==> src/rtl/mccoy_pkg.sv <==
// mccoy_pkg -- shared definitions for the McCoy instruction feeder.
//
// Holds the sequencer state encoding, default sizing for program memory and
// instruction width, and the NOP value driven when no instruction is live.
package mccoy_pkg;

  // Sequencer states; encoding is visible on the feeder's state port.
  typedef enum logic [1:0] {
    ST_IDLE = 2'd0,
    ST_RUN  = 2'd1,
    ST_HALT = 2'd2
  } feeder_state_e;

  localparam int IW_DEFAULT    = 6;
  localparam int DEPTH_DEFAULT = 16;

  // Instruction presented whenever instr_valid is low.
  localparam logic [IW_DEFAULT-1:0] NOP_INSTR = '0;

endpackage

==> src/rtl/mccoy_prog_mem.sv <==
// mccoy_prog_mem -- DEPTH x IW program memory, one write port, one
// asynchronous read port. Contents are not reset.
//
// Ports:
//   clk      in   clock; writes land on the rising edge
//   we       in   write enable
//   waddr    in   write address
//   wdata    in   write data
//   raddr    in   read address
//   rdata    out  combinational read data
module mccoy_prog_mem
  import mccoy_pkg::*;
#(
  parameter int DEPTH = DEPTH_DEFAULT,
  parameter int IW    = IW_DEFAULT,
  localparam int AW   = $clog2(DEPTH)
) (
  input  logic          clk,
  input  logic          we,
  input  logic [AW-1:0] waddr,
  input  logic [IW-1:0] wdata,
  input  logic [AW-1:0] raddr,
  output logic [IW-1:0] rdata
);

  logic [IW-1:0] mem [DEPTH];

  // Single write port; no reset so the array maps onto plain storage.
  always_ff @(posedge clk) begin
    if (we) begin
      mem[waddr] <= wdata;
    end
  end

  // Asynchronous read so the sequencer can fetch the next instruction in
  // the same cycle it decides the next pc.
  assign rdata = mem[raddr];

endmodule

==> src/rtl/mccoy_instr_feeder.sv <==
// mccoy_instr_feeder -- loads a small program and streams it to the McCoy
// core one instruction per cycle, with redirect (jump) support.
//
// Ports:
//   clk          in   sole clock
//   reset        in   synchronous active-high reset
//   clear        in   empty the program (IDLE/HALT only)
//   load_en      in   append load_data to the program (IDLE only)
//   load_data    in   instruction to append
//   run          in   level request to execute; low returns to IDLE
//   jump_valid   in   redirect request
//   jump_addr    in   redirect target
//   instr        out  current instruction, NOP when not valid
//   instr_valid  out  instr is a live program instruction
//   pc           out  address of instr
//   prog_len     out  number of stored instructions
//   state        out  IDLE=0, RUN=1, HALT=2
//   load_err     out  sticky: write to full memory or outside IDLE
//
// Build option: define MCCOY_FEEDER_LOOP_EN to make the end of the program
// wrap back to entry 0 instead of halting.
module mccoy_instr_feeder
  import mccoy_pkg::*;
#(
  parameter int DEPTH = DEPTH_DEFAULT,
  parameter int IW    = IW_DEFAULT,
  localparam int AW   = $clog2(DEPTH),
  localparam int LW   = AW + 1
) (
  input  logic          clk,
  input  logic          reset,
  input  logic          clear,
  input  logic          load_en,
  input  logic [IW-1:0] load_data,
  input  logic          run,
  input  logic          jump_valid,
  input  logic [AW-1:0] jump_addr,
  output logic [IW-1:0] instr,
  output logic          instr_valid,
  output logic [AW-1:0] pc,
  output logic [LW-1:0] prog_len,
  output logic [1:0]    state,
  output logic          load_err
);

  feeder_state_e state_q, state_d;
  logic [IW-1:0] instr_q, instr_d;
  logic          instr_valid_q, instr_valid_d;
  logic [AW-1:0] pc_q, pc_d;
  logic [LW-1:0] prog_len_q, prog_len_d;
  logic          load_err_q, load_err_d;

  logic          mem_we;
  logic [AW-1:0] rd_addr;
  logic [IW-1:0] rd_data;
  logic          at_last;
  logic          jump_oob;

  mccoy_prog_mem #(
    .DEPTH (DEPTH),
    .IW    (IW)
  ) u_mem (
    .clk   (clk),
    .we    (mem_we),
    .waddr (prog_len_q[AW-1:0]),
    .wdata (load_data),
    .raddr (rd_addr),
    .rdata (rd_data)
  );

  // pc sits on the final stored entry, and a jump target beyond the program.
  assign at_last  = (({1'b0, pc_q} + LW'(1)) == prog_len_q);
  assign jump_oob = ({1'b0, jump_addr} >= prog_len_q);

  // Next-state logic. The read address is steered to whatever pc will be
  // next so the fetched word is registered alongside it, giving one
  // instruction per cycle with no bubble.
  always_comb begin
    state_d       = state_q;
    instr_d       = IW'(NOP_INSTR);
    instr_valid_d = 1'b0;
    pc_d          = pc_q;
    prog_len_d    = prog_len_q;
    load_err_d    = load_err_q;
    mem_we        = 1'b0;
    rd_addr       = pc_q;

    case (state_q)
      ST_IDLE: begin
        if (run && (prog_len_q != '0)) begin
          state_d       = ST_RUN;
          pc_d          = '0;
          rd_addr       = '0;
          instr_d       = rd_data;
          instr_valid_d = 1'b1;
        end else if (clear) begin
          prog_len_d = '0;
          load_err_d = 1'b0;
        end else if (load_en) begin
          if (prog_len_q == LW'(DEPTH)) begin
            load_err_d = 1'b1;
          end else begin
            mem_we     = 1'b1;
            prog_len_d = prog_len_q + LW'(1);
          end
        end
      end

      ST_RUN: begin
        if (load_en) begin
          load_err_d = 1'b1;
        end
        if (!run) begin
          state_d = ST_IDLE;
        end else if (jump_valid) begin
          if (jump_oob) begin
            state_d = ST_HALT;
          end else begin
            pc_d          = jump_addr;
            rd_addr       = jump_addr;
            instr_d       = rd_data;
            instr_valid_d = 1'b1;
          end
        end else if (at_last) begin
`ifdef MCCOY_FEEDER_LOOP_EN
          pc_d          = '0;
          rd_addr       = '0;
          instr_d       = rd_data;
          instr_valid_d = 1'b1;
`else
          state_d = ST_HALT;
`endif
        end else begin
          pc_d          = pc_q + AW'(1);
          rd_addr       = pc_q + AW'(1);
          instr_d       = rd_data;
          instr_valid_d = 1'b1;
        end
      end

      ST_HALT: begin
        // clear takes precedence over a stray write in the same cycle
        if (clear) begin
          prog_len_d = '0;
          load_err_d = 1'b0;
        end else if (load_en) begin
          load_err_d = 1'b1;
        end
        if (!run) begin
          state_d = ST_IDLE;
        end
      end

      default: begin
        state_d = ST_IDLE;
      end
    endcase
  end

  // All outputs come straight from these registers.
  always_ff @(posedge clk) begin
    if (reset) begin
      state_q       <= ST_IDLE;
      instr_q       <= IW'(NOP_INSTR);
      instr_valid_q <= 1'b0;
      pc_q          <= '0;
      prog_len_q    <= '0;
      load_err_q    <= 1'b0;
    end else begin
      state_q       <= state_d;
      instr_q       <= instr_d;
      instr_valid_q <= instr_valid_d;
      pc_q          <= pc_d;
      prog_len_q    <= prog_len_d;
      load_err_q    <= load_err_d;
    end
  end

  assign instr       = instr_q;
  assign instr_valid = instr_valid_q;
  assign pc          = pc_q;
  assign prog_len    = prog_len_q;
  assign state       = state_q;
  assign load_err    = load_err_q;

endmodule

==> config.mk <==
export PLATFORM = sky130hd
export DESIGN_NAME = mccoy_instr_feeder
export DESIGN_NICKNAME = d
export VERILOG_FILES = /design/src/rtl/mccoy_pkg.sv /design/src/rtl/mccoy_prog_mem.sv /design/src/rtl/mccoy_instr_feeder.sv
export SDC_FILE = /design/constraint.sdc
export NUM_CORES = 1
export LEC_CHECK = 0
export ABC_AREA = 1
export CAP_MARGIN = 0
export CORE_MARGIN = 5
export CORE_UTILIZATION = 35
export DETAILED_ROUTE_END_ITERATION = 6
export MAX_ROUTING_LAYER = met4
export SETUP_SLACK_MARGIN = 0.02
export SKIP_CTS_REPAIR_TIMING = 1
export SLEW_MARGIN = 20
export SYNTH_ARGS = -nofsm -noshare
export SYNTH_HDL_FRONTEND = slang
export SYNTH_HIERARCHICAL = 1
export SYNTH_SLANG_ARGS = --single-unit
==> constraint.sdc <==
create_clock -name clk -period 6.45 [get_ports clk]
set_clock_uncertainty 0.05 [all_clocks]
set_input_delay 1.29 -clock clk [delete_from_list [all_inputs] [get_ports clk]]
set_output_delay 1.29 -clock clk [all_outputs]
set_load 0.01 [all_outputs]
==> key figures <==
Clock tree
  • CTS Buf Count: 17
  • Clock sink count: 115
  • Clock Path Buffers: 2
  • CTS clock-pin slew for the worst setup and hold paths: 0.05 ns
  • CTS HTree Levels: 4
  • Worst-Skew Late Latency: 0.41 ns
  • CTS tree: built
  • Root buffer cell: clkbuf_16

Critical path
  • Type of origin of the critical path: primary input
  • Critical-path top delay cell: inv_1
  • Critical path cell sequence: clkdlybuf4s50_1 > ha_1 > nand2_1 > nand2_1 > a21boi_4 > nand3_2 > nand2_1 > nand3_1 > nand3_1 > nand2_1 > buf_4 > inv_1 > nand3_1 > nand3_1 > nand3_1 > nand2_1 > inv_1 > nor2_1
  • Crit-path max cell delay: 0.63 ns
  • Cells on worst reg2reg path: 18
  • Setup CP Type: in -> reg
  • CP Max Fanout: 25
  • Crit. path cell count: 18
  • Required time of the critical path: 6.74 ns
  • Buf/Inv on CP: 4
  • Top Family by Delay on Critical Path: buffers and inverters
  • Arr. time, crit path: 4.51 ns
  • Crit path capture type: register

STA
  • Slew of the pin with the lowest slew margin: 0.831 ns
  • Slew HR: 44.5%
  • Max Slew Vio Count: 0
  • Final setup vio count: 0
  • Setup TNS Final: 0 ns
  • Fin crit period: 4.22 ns
  • Final worst path period share: 65.5%
  • RSZ-0062 raised after global routing: no
  • Fmax: 237 MHz
  • Fin. Hold Viols: 0

Finish
  • Share of layout cells above drive strength 1: 7.96%
  • Most frequent cells in the layout: nand2_1, inv_1, nand3_1, edfxtp_1, nor2_1
  • Fin area: 6710 um2
  • Fill cells: 1554
  • N_diodes: 0
  • Area of the multi-input gates: 1820 um2
  • Commonest non-fill, non-tap cell in the layout: nand2_1
  • Synth-to-layout area growth: 19.3%
  • FF/Latch Area: 3260 um2
  • Nets: 692

Global routing
  • Global-route wire length before repair: 22200 um
  • Vias in the first global route: 4216
  • Total Routing Usage GR: 16.2%
  • Initial antenna violation count: 0
  • GRT overflow: 0
  • Largest net degree at the start of global routing: 49

Detailed routing
  • # DRC: 0
  • Via count: 4323
  • WL/cell: 15.4 um
  • Routed WL: 13800 um
  • Iteration-0 DRC count of the detailed router: 343
  • Via density: 4.84
  • DRT Pass-1 Iters: 6
  • Post-DRT Antenna Nets: 0

Place
  • # port buffers: 34
  • Gp weighted congestion: 0.858
  • Hpwl dp: 9270 um
  • Placed Area: 6140 um2

Logic synthesis
  • Sequential share of the synthesized area: 58.0%
  • Cell Area, Synth: 5630 um2
  • Mean Syn Cell Area: 8.93 um2
  • Post-Syn Instances: 630
  • YS warnings: 6
  • Count of cell types in the netlist: 32
  • FF+latch count, synth: 115
  • Net Count, Synth: 657

Floorplan
  • Core ar.: 15800 um2
  • Die ar.: 18700 um2
  • Chip height: 137 um
  • DIE WIDTH: 137 um
  • Initial Util: 35.5%
  • # IOs: 35
  • # rows: 46

Power
  • Max IR drop VDD: 0.229 mV
  • Pwr Density: 381 nW/um2
  • Pleak: 2.85 nW

Flow run
  • Maxcap violations: 0

Worst hold path
  • Hold path depth: 2
  • Min-Delay Path Class: reg -> reg

Status
  • Status: finished, final reports clean
-- synth_stat cells, drive strengths merged --
cell	count	area share, %
a21oi	13	1.2
or2	1	0.11
o211ai	1	0.13
and3	1	0.11
xnor2	1	0.16
clkinv	2	0.13
dfxtp	19	6.8
nor2	41	2.9
ha	11	2.4
nand3b	2	0.27
clkbuf	3	0.20
buf	17	1.8
nand4	10	1.2
edfxtp	96	51
nand2	181	12
nor3	4	0.36
o21a	1	0.13
a21boi	1	0.33
a211oi	2	0.27
nand3	102	9.5
o21ai	5	0.51
nor3b	2	0.44
inv	114	7.6
-- registers in the layout, summed over array words and instances, names as in the netlist --
| register | cells |
|---|---|
| prog_len | 5 |
| load_err | 1 |
| instr | 6 |
| state | 2 |
| pc | 4 |
| u_mem/mem | 96 |
| instr_valid | 1 |
-- power by group --
part / leakage (nW) / switching [W] / internal, W
Combinational: 1.55 / 0.000522 / 0.000259
Clock: 0.284 / 0.000301 / 0.000588
Sequential: 1.02 / 0.0000415 / 0.000843
Total: 2.85 / 0.000864 / 0.00169
-- final cells by class --
| type | count | share of cell area (%) |
|---|---|---|
| repair buffers | 36 | 5.29 |
| inverters | 116 | 6.49 |
| well taps | 216 | 4.03 |
| clock buffers | 28 | 7.85 |
| clock inverters | 4 | 0.671 |
| multi-input cells | 379 | 27.1 |
| flip-flops and latches | 115 | 48.6 |
-- stage by stage --
stage / hold WS [ns] / std cells / worst slack, ns / total power [W] / util (%)
floorplan: 0.517 / 630 / 3.09 / 0.00145 / -
global placement: 0.502 / 862 / 1.96 / 0.00166 / 38.8
detailed placement: 0.499 / 862 / 1.86 / 0.00167 / 38.8
CTS: 0.511 / 894 / 2.25 / 0.00257 / 42.4
global route: 0.522 / 894 / 1.88 / 0.00272 / 42.4
finish: 0.509 / 894 / 2.23 / 0.00255 / 42.4
-- worst paths after layout --
| check | startpoint | end | slack, ns |
|---|---|---|---|
| worst min register to register | load_err | load_err | 0.51 |
| worst min-delay path | load_err | load_err | 0.51 |
| worst max-delay path | jump_addr[2] | instr[2] | 2.23 |
| worst max register to register | prog_len[2] | instr[2] | 2.74 |
-- logic make-up after synthesis --
kind of cell	Yosys count	synth area share, %
compound gates	23	2.53
simple gates	344	27.2
xor+xnor	1	0.156
buf+inv	136	9.72
flops	115	58.0
fa+ha+maj	11	2.45
-- tightest hold or removal path, delay by kind of cell, from the launching register on --
family             cells  cell delay (ns)
AOI/OAI and AO/OA      2             0.20
DFF                    1             0.31
-- routing by layer --
metal	global-route usage, %	share of wire (%)	vias up
met3	4.63	7.1	25
met5	-	0	-
met1	21.1	45	2022
met4	5.82	1.7	0
met2	24.3	46	168
li1	-	-	2108
Power figures use the tool's default switching activity.
